==> src/rtl/csa_acc_pkg.sv <==
// Shared types and defaults for the carry-select accumulate controller.
// Holds FSM encodings and default operand / counter widths.
package csa_acc_pkg;

    localparam int WIDTH_DEF = 51;
    localparam int CNT_W_DEF = 8;

    typedef enum logic [1:0] {
        S_IDLE = 2'd0,
        S_ACC  = 2'd1,
        S_DONE = 2'd2
    } state_t;

endpackage

==> src/rtl/csa_acc_satcnt.sv <==
// Saturating carry-out counter with synchronous clear and sticky overflow.
// Overflow latches when an increment arrives while the count is at max.
module csa_acc_satcnt #(
    parameter int CNT_W = 8
) (
    input  logic             clk,
    input  logic             rst,
    input  logic             clr,
    input  logic             inc,
    output logic [CNT_W-1:0] cnt,
    output logic             ovf
);

    // count up to all-ones, then hold and flag any further increment
    always_ff @(posedge clk) begin
        if (rst || clr) begin
            cnt <= '0;
            ovf <= 1'b0;
        end else if (inc) begin
            if (cnt != '1) begin
                cnt <= cnt + CNT_W'(1);
            end else begin
                ovf <= 1'b1;
            end
        end
    end

endmodule

==> src/rtl/csa_acc_ctrl.sv <==
// Sequencer feeding an external carry-select adder with (acc, operand).
// Define CSA_ACC_SAT_EN to saturate acc at all-ones on adder carry-out.
module csa_acc_ctrl
    import csa_acc_pkg::*;
#(
    parameter int WIDTH = WIDTH_DEF,
    parameter int CNT_W = CNT_W_DEF
) (
    input  logic             i_clk,
    input  logic             i_rst,
    input  logic             i_valid,
    output logic             o_ready,
    input  logic [WIDTH-1:0] i_data,
    input  logic             i_last,
    output logic [WIDTH-1:0] o_add_term1,
    output logic [WIDTH-1:0] o_add_term2,
    input  logic [WIDTH-1:0] i_sum,
    input  logic             i_cout,
    output logic             o_valid,
    input  logic             i_ready,
    output logic [WIDTH-1:0] o_result,
    output logic [CNT_W-1:0] o_carry_cnt,
    output logic             o_cnt_ovf
);

    state_t           state;
    state_t           state_next;
    logic [WIDTH-1:0] acc;
    logic [WIDTH-1:0] acc_next;
    logic             beat;
    logic             done_hs;

    assign o_ready = (state != S_DONE);
    assign o_valid = (state == S_DONE);
    assign beat    = i_valid & o_ready;
    assign done_hs = o_valid & i_ready;

    assign o_add_term1 = acc;
    assign o_add_term2 = beat ? i_data : '0;

`ifdef CSA_ACC_SAT_EN
    assign acc_next = i_cout ? '1 : i_sum;
`else
    assign acc_next = i_sum;
`endif

    // state register
    always_ff @(posedge i_clk) begin
        if (i_rst) begin
            state <= S_IDLE;
        end else begin
            state <= state_next;
        end
    end

    // next-state: absorb beats until last, then hold until taken
    always_comb begin
        state_next = state;
        unique case (state)
            S_IDLE, S_ACC: begin
                if (beat) begin
                    state_next = i_last ? S_DONE : S_ACC;
                end
            end
            S_DONE: begin
                if (i_ready) begin
                    state_next = S_IDLE;
                end
            end
            default: state_next = S_IDLE;
        endcase
    end

    // running accumulator, cleared when the result is consumed
    always_ff @(posedge i_clk) begin
        if (i_rst || done_hs) begin
            acc <= '0;
        end else if (beat) begin
            acc <= acc_next;
        end
    end

    // result latched from the final beat of a group
    always_ff @(posedge i_clk) begin
        if (i_rst) begin
            o_result <= '0;
        end else if (beat && i_last) begin
            o_result <= acc_next;
        end
    end

    csa_acc_satcnt #(
        .CNT_W (CNT_W)
    ) u_cnt (
        .clk (i_clk),
        .rst (i_rst),
        .clr (done_hs),
        .inc (beat & i_cout),
        .cnt (o_carry_cnt),
        .ovf (o_cnt_ovf)
    );

endmodule

==> config.mk <==
export PLATFORM = sky130hd
export DESIGN_NAME = csa_acc_ctrl
export DESIGN_NICKNAME = d
export VERILOG_FILES = /design/src/rtl/csa_acc_pkg.sv /design/src/rtl/csa_acc_satcnt.sv /design/src/rtl/csa_acc_ctrl.sv
export SDC_FILE = /design/constraint.sdc
export NUM_CORES = 1
export LEC_CHECK = 0
export ABC_AREA = 1
export CAP_MARGIN = 0
export CORE_MARGIN = 3
export CORE_UTILIZATION = 24
export DETAILED_ROUTE_END_ITERATION = 16
export SLEW_MARGIN = 10
export SYNTH_ARGS = -nofsm -noshare
export SYNTH_HDL_FRONTEND = slang
export SYNTH_HIERARCHICAL = 1
export SYNTH_SLANG_ARGS = --single-unit
==> constraint.sdc <==
create_clock -name i_clk -period 1.9 [get_ports i_clk]
set_clock_uncertainty 0.1 [all_clocks]
set_input_delay 0.19 -clock i_clk [delete_from_list [all_inputs] [get_ports i_clk]]
set_output_delay 0.19 -clock i_clk [all_outputs]
set_load 0.05 [all_outputs]
Word level (Yosys, flattened, before mapping)
Cells that the tools add are included.

storage, ports and cells
  bits of input ports = 108
  output and inout port bits = 164
  register bits after elaboration = 113
  logic and storage cells = 28

cells by class
  multiplexer cells = 5
  reduce and logical (&&, ||, !) cells = 7
  bitwise logic cells = 4
  add/sub/neg operators = 1
  equal/unequal tests = 6

operator list
  cell                                            number
  2-to-1 mux 51 bit                               1
  adder 8 x 1 -> 8 bit (second input constant)    1
  != test 8 bit (second input constant)           1
  2-to-1 mux 2 bit                                3
  AND reduction 2 bit                             3
  != test 2 bit (second input constant)           2
  case mux 2 bit (2 select lines)                 1
  bitwise AND 1 bit                               3
  == test 2 x 1 -> 1 bit (second input constant)  1
  == test 2 bit (second input constant)           1
  logical NOT 2 bit                               1
  != test 2 x 1 -> 1 bit (second input constant)  1
  OR reduction 2 bit                              1
  logical AND 1 bit                               1
  logical OR 1 bit                                1
  NOT 1 bit                                       1

Longest topological paths before layout
Gate-level depths: netlist of the first run.

  word-level depth = 4
  gate-level depth with buffers = 11
  mapped depth without buffers = 9

By module
The synthesis of the first run kept the hierarchy.

modules (own cells, without submodules)
  module          cells an instance  area an instance (sq um)  instances  sequential area each (sq um)
  csa_acc_ctrl    696                4554.4                    1          2082.0
  csa_acc_satcnt  70                 488.0                     1          180.2

Worst setup path after synthesis of the first run
No wires, ideal clock.

  kind = register to output
  start point = reg state[0]
  end point = out o_add_term2[0]
  data required time = 1610 ps
  buffers on the path = 2
  arrival = 1484 ps
  path slack = 126 ps
  stages on the path, launching flop included = 7
  path through = dfxtp_1 -> inv_2 -> nand2_4 -> nand2_2 -> buf_4 -> buf_2 -> nor2_1

on the way
  longest elaborated chain between the ends = 3

RTL lines
  item                    line                source
  from (decl)             csa_acc_ctrl.sv:26  state_t state;
  from (signal assigned)  csa_acc_ctrl.sv:52  state <= state_next;
  != test 2 bit           csa_acc_ctrl.sv:33  assign o_ready = (state != S_DONE);
  bitwise AND 1 bit       csa_acc_ctrl.sv:35  assign beat = i_valid & o_ready;
  2-to-1 mux 51 bit       csa_acc_ctrl.sv:39  assign o_add_term2 = beat ? i_data : '0;
  to (decl)               csa_acc_ctrl.sv:16  output logic [WIDTH-1:0] o_add_term2,

Every way passes these cells.

Worst setup path in the final report of the first run
  start point = reg o_result[33]
  end point = out o_result[33]

RTL lines
  item                    line                source
  from (decl)             csa_acc_ctrl.sv:21  output logic [WIDTH-1:0] o_result,
  from (signal assigned)  csa_acc_ctrl.sv:88  o_result <= acc_next;

No word-level cell between the ends.

==> summary.md, run 1 <==
| Metric | Value |
|---|---|
| Port Buffers | around 270 |
| Die height | 151 µm |
| Initial DRC count | 242 |
| Area Overhead vs Synth | 82.0% |
| Pins Over Slew Limit | 0 |
| Share of post-route cells with drive strength above 1 | 0.117 |
| Minimum clock period | 1.87 ns |
| H-tree depth | 4 |
| Final HPWL from detailed placement | 12.9 mm |
| Hold path start | i_valid |
| Top delay family on crit path | buffers and inverters |
| Inserted Diodes | 0 |
| Seq cells post-synth | 113 |
| Synth top area share | 0.449 |
| Synth area leader | dfxtp_1 |
| Fin nets | between 1000 and 1500 |
| Via count | between 5000 and 6000 |
| CP max FO | 2 |
| Pleak | 4.65 nW |
| Via density | around 4.2 |
| Crit end category | primary output |
| Critical path, cell by cell | clkdlybuf4s50_1 |
| Clock Tree Root | clkbuf_16 |
| Placed cell area | 8510 µm² |
| Initial antenna violation count | 1 |
| Actual slew at the worst max-slew pin | 0.556 ns |
| CP arrival | 1.58 ns |
| Crit path from | o_result[33] |
| RSZ-0062 raised after global routing | true |
| YS warnings | 6 |
| First-pass DRT Iterations | 5 |
| Post-CTS Hold Fix Bufs | 0 |
| Clk_lat worst skew | 0.41 ns |
| Clock sink count | 113 |
| Worst IR drop on VDD | 0.586 mV |
| TritonCTS clock tree | yes |
| Pin count of the biggest net entering global routing | 73 |
| Net Count, Synth | 875 |
| Mean area per synthesized cell | ~6.6 µm² |
| Initial Util | 0.247 |
| Setup Fix Bufs, Post-CTS | 0 |
| Final Hold Vio Count | 0 |
| Yosys cell types | 24 |
| Area of the mapped netlist | 5040 µm² |
| Outcome | complete, no violations |
| Buffers & Inverters on Critical Path | 1 |
| Final Cell Area | ~9200 µm² |
| Crit Reg-Reg Startpoint | state[0] |
| Max-slew headroom | 0.629 |
| Number of global-route vias before repair | 5135 |
| Most frequent cells in the layout | nand2_1 (172), clkdlybuf4s50_1 (163), nor2_1 (150) |
| WL per Instance | 14.1 µm |
| Startpoint Class | register |
| Period utilization | 0.983 |
| Number of I/O pins | 272 |
| Drt total wl | ~18 mm |
| Total die area | 22800 µm² |
| FP Rows | 52 |
| Drc violations | 0 |
| Global-route wire length before repair | 27.9 mm |
| Total power | about 8 mW |
| Register area share after synthesis | 0.449 |
| Worst stage delay on the critical path | about 0.83 ns |
| Clock-pin slew on the worst setup and hold paths | around 0.05 ns |
| Routability congestion estimate from global placement | approximately 0.8 |
| Antenna-violating nets left | 0 |
| All-Layer GR Usage | 0.156 |
| Hold slack | 0.263 ns |
| Synth area leaders | dfxtp_1 (45%), nand2_1 (13%), nor2_1 (11%), inv_1 (9.6%), a21oi_1 (6.0%) |
| Req. time, crit path | 1.61 ns |
| Critical path class | register to primary output |
| Fmax | about 540 MHz |
| Worst hold path type | primary input to register |
| Power Density | 884 nW/µm² |
| Max_cap viols | 0 |
| CORE AREA | 20400 µm² |
| CP max-delay cell | clkdlybuf4s50_1 |
| Die W | between 150 and 200 µm |
| Mapped Cells | about 770 |
| Finish-stage setup viols | 0 |
| Most common cell after layout, fill and taps aside | nand2_1 |
| Max Root-Sink Buffers | 2 |
| Filler cells | 2064 |
| Cts bufs inserted | 17 |
| Grt ovf | 0 |
-- sequential cells by signal, indices dropped and copies added (netlist names) --
register     cells
o_add_term1     51
state            2
u_cnt/ovf        1
o_result        51
u_cnt/cnt        8
-- cells in the mapped netlist, drive strengths merged --
cell,n
o21a,1
nand2,176
nand4,18
nor2,154
dfxtp,113
clkbuf,13
o21ai,1
inv,130
nand3,57
ha,1
buf,37
nand3b,2
a21oi,60
nor3,3
-- repair_timing --
item,CTS,global route
resized for setup,12,28
endpoints found under the setup margin,12,79
pin swaps,0,0
-- tightest hold or removal path: stages --
cell and delay [ns]:
buf_2 0.14, buf_12 0.21, nand3_1 0.12, a21oi_1 0.06
-- metrics by stage --
stage	cells	utilization	TNS, ns	setup slack, ns
floorplan	766	-	0	0.126
global placement	1270	0.416	0	0.279
detailed placement	1270	0.416	0	0.251
CTS	1300	0.446	-0.000645	-0.000645
global route	1300	0.449	-1.47	-0.0574
finish	1300	0.449	0	0.0324
-- path summary, 6_finish.rpt --
kind / endpoint / slack, ns / cells after the start
max: o_result[33] / 0.03 / 1
min: o_add_term1[30] / 0.26 / 4
max reg2reg: u_cnt/cnt[5] / 0.31 / 7
min reg2reg: o_add_term1[14] / 0.36 / 2
-- per-layer routing --
metal	part of all wire	track usage
met5	0.00071	0
met4	0.018	0.0530
met3	0.12	0.0733
met2	0.47	0.263
met1	0.40	0.173
-- where the power goes --
group          leakage (nW)  internal (mW)  switching (mW)
sequential            0.930           2.53          0.0776
clock                 0.299           2.22            1.08
combinational          3.42          0.862            1.35
-- area by class of cell --
| class | instances | area [µm²] | area share |
|---|---|---|---|
| Timing Repair Buffer | 284 | 3430 | 0.374 |
| Clock inverter | 5 | 100 | 0.0109 |
| Sequential cell | 113 | 2260 | 0.247 |
| Multi-Input combinational cell | 473 | 2050 | 0.223 |
| Inverter | 130 | 488 | 0.0532 |
| Tap cell | 270 | 338 | 0.0368 |
| Clock buffer | 25 | 505 | 0.0551 |
-- kinds of logic (layout without fill, tap and decap cells) --
| group | count (synthesis) | count (layout) | share of synthesized area |
|---|---|---|---|
| AO/OA/AOI/OAI | 62 | 62 | 0.0628 |
| buffers and inverters | 180 | 444 | 0.149 |
| AND/OR/NAND/NOR | 410 | 410 | 0.337 |
| adder cells (fa/ha/maj) | 1 | 1 | 0.00248 |
| flip-flops | 113 | 113 | 0.449 |
(Power assumes the default switching activity.)
==> inputs of run 2 (changes only) <==
- PLACE_DENSITY_LB_ADDON: not set -> 0.2
==> summary.md, run 2 (synthesis results as in run 1) <==
| Metric | Value |
|---|---|
| Outcome | complete, no violations (unchanged) |
| Max-slew headroom | 0.632 (was 0.629) |
| Fin nets | 1135 (was 1128) |
| Crit end category | primary output (unchanged) |
| Post-Layout Cell Count | 1308 (was 1300) |
| Max Root-Sink Buffers | 2 (unchanged) |
| Clock sink count | 113 (unchanged) |
| Via density | 4.20 (was 4.21) |
| Final Hold Vio Count | 0 (unchanged) |
| Inserted Diodes | 0 (unchanged) |
| Global-route wire length before repair | 28.4 mm (was 27.9 mm) |
| Placed cells | 1271 (was 1270) |
| Initial Util | 0.247 (unchanged) |
| Pins Over Slew Limit | 0 (unchanged) |
| CP max-delay cell | clkdlybuf4s50_1 (unchanged) |
| Total power | 8.05 mW (was 8.11 mW) |
| Actual slew at the worst max-slew pin | 0.551 ns (was 0.556 ns) |
| RSZ-0062 raised after global routing | false (was true) |
| Cts bufs inserted | 17 (unchanged) |
| Fmax | 540 MHz (was 535 MHz) |
| H-tree depth | 4 (unchanged) |
| FP Rows | 52 (unchanged) |
| Pleak | 4.68 nW (was 4.65 nW) |
| Worst stage delay on the critical path | 0.82 ns (was 0.83 ns) |
| Top delay family on crit path | buffers and inverters (unchanged) |
| Routability congestion estimate from global placement | 0.765 (was 0.781) |
| Initial antenna violation count | 0 (was 1) |
| Via count | 5495 (was 5471) |
| Clk_lat worst skew | 0.40 ns (was 0.41 ns) |
| Hold slack | 0.295 ns (was 0.263 ns) |
| Crit path from | o_result[33] (unchanged) |
| Most frequent cells in the layout | nand2_1 (172), clkdlybuf4s50_1 (167), inv_1 (129) (was nand2_1 (172), clkdlybuf4s50_1 (163), nor2_1 (150)) |
| CORE AREA | 20400 µm² (unchanged) |
| Area Overhead vs Synth | 87.2% (was 82.0%) |
| Antenna-violating nets left | 0 (unchanged) |
| Worst IR drop on VDD | 0.516 mV (was 0.586 mV) |
| Critical path, cell by cell | clkdlybuf4s50_1 (unchanged) |
| Max_cap viols | 0 (unchanged) |
| Critical path class | register to primary output (unchanged) |
| Minimum clock period | 1.85 ns (was 1.87 ns) |
| Number of I/O pins | 272 (unchanged) |
| First-pass DRT Iterations | 4 (was 5) |
| Number of global-route vias before repair | 5210 (was 5135) |
| Worst hold path type | primary input to register (unchanged) |
| Req. time, crit path | 1.61 ns (about the same) |
| Port Buffers | 271 (unchanged) |
| Pin count of the biggest net entering global routing | 63 (was 73) |
| WL per Instance | 14.3 µm (was 14.1 µm) |
| Setup TNS | 0 ns (unchanged) |
| Share of post-route cells with drive strength above 1 | 0.174 (was 0.117) |
| Power Density | 853 nW/µm² (was 884 nW/µm²) |
| Most common cell after layout, fill and taps aside | nand2_1 (unchanged) |
| TritonCTS clock tree | yes (unchanged) |
| Initial DRC count | 205 (was 242) |
| Total die area | 22800 µm² (unchanged) |
| Buffers & Inverters on Critical Path | 1 (unchanged) |
| CP arrival | 1.56 ns (was 1.58 ns) |
| Post-route worst setup slack | 0.0488 ns (was 0.0324 ns) |
| CP max FO | 2 (unchanged) |
| Setup WS pre-CTS | 0.229 ns (was 0.251 ns) |
| Finish-stage setup viols | 0 (unchanged) |
| Crit Reg-Reg Startpoint | state[0] (unchanged) |
| Clock Tree Root | clkbuf_16 (unchanged) |
| Drt total wl | 18.7 mm (was 18.3 mm) |
| Hold path start | i_sum[42] (was i_valid) |
| Die height | 151 µm (unchanged) |
| Period utilization | 0.974 (was 0.983) |
| Die W | 151 µm (unchanged) |
| Final HPWL from detailed placement | 13.1 mm (was 12.9 mm) |
| All-Layer GR Usage | 0.160 (was 0.156) |
| Drc violations | 0 (unchanged) |
| Startpoint Class | register (unchanged) |
| Clock-pin slew on the worst setup and hold paths | 0.06 ns (was 0.05 ns) |
| Grt ovf | 0 (unchanged) |
==> run 2: worst paths after layout <==
path / end / slack [ns] / cells after the start
worst min-delay path: o_add_term1[42] / 0.30 / 3
worst max register to register: u_cnt/cnt[5] / 0.37 / 9
worst max-delay path: o_result[33] / 0.05 / 1
worst min register to register: o_add_term1[42] / 0.36 / 2
==> run 2: power by group <==
part	internal, mW	switching (mW)	total [mW]
clock	2.06	1.09	3.15
sequential	2.53	0.0770	2.60
combinational	0.911	1.39	2.30
total	5.49	2.56	8.05
==> run 2: metrics by stage <==
step	cell area [µm²]	util
2_1_floorplan	5040	-
3_3_place_gp	8480	0.415
3_5_place_dp	8480	0.415
4_1_cts	9340	0.457
5_1_grt	9440	0.462
6_report	9440	0.462
==> run 2: layer usage <==
metal | track usage | routed length (µm)
met3 | 0.0730 | 2010
met4 | 0.0453 | 272
met1 | 0.177 | 7410
met5 | 0 | 0
met2 | 0.276 | 9070
==> run 2: repair_timing <==
| item | in CTS | in global routing |
|---|---|---|
| hold buffers | 0 | 0 |
| gates cloned | 3 | 0 |
| buffers inserted | 3 | 0 |
| setup endpoints to repair | 58 | 41 |
| pin swaps | 1 | 0 |
| gates resized for setup | 64 | 37 |
==> run 2: final cells by class <==
type | instances | area (µm²)
fill | 2052 | 11000
timing repair buffer | 291 | 3520
sequential | 113 | 2260
multi-input combinational | 473 | 2240
inverter | 130 | 488
clock buffer | 22 | 484
tap | 270 | 338
clock inverter | 9 | 106
==> run 2: worst min-delay path, cell delays in order <==
cell and delay [ns]:
clkdlybuf4s50_1 0.42, nand3_1 0.09, a21oi_1 0.06
==> inputs of run 3 (changes only) <==
- CTS_CLUSTER_DIAMETER: not set -> 50
==> results of run 3 <==
Same layout as run 2: the final DEF is identical, and so are final timing and power.
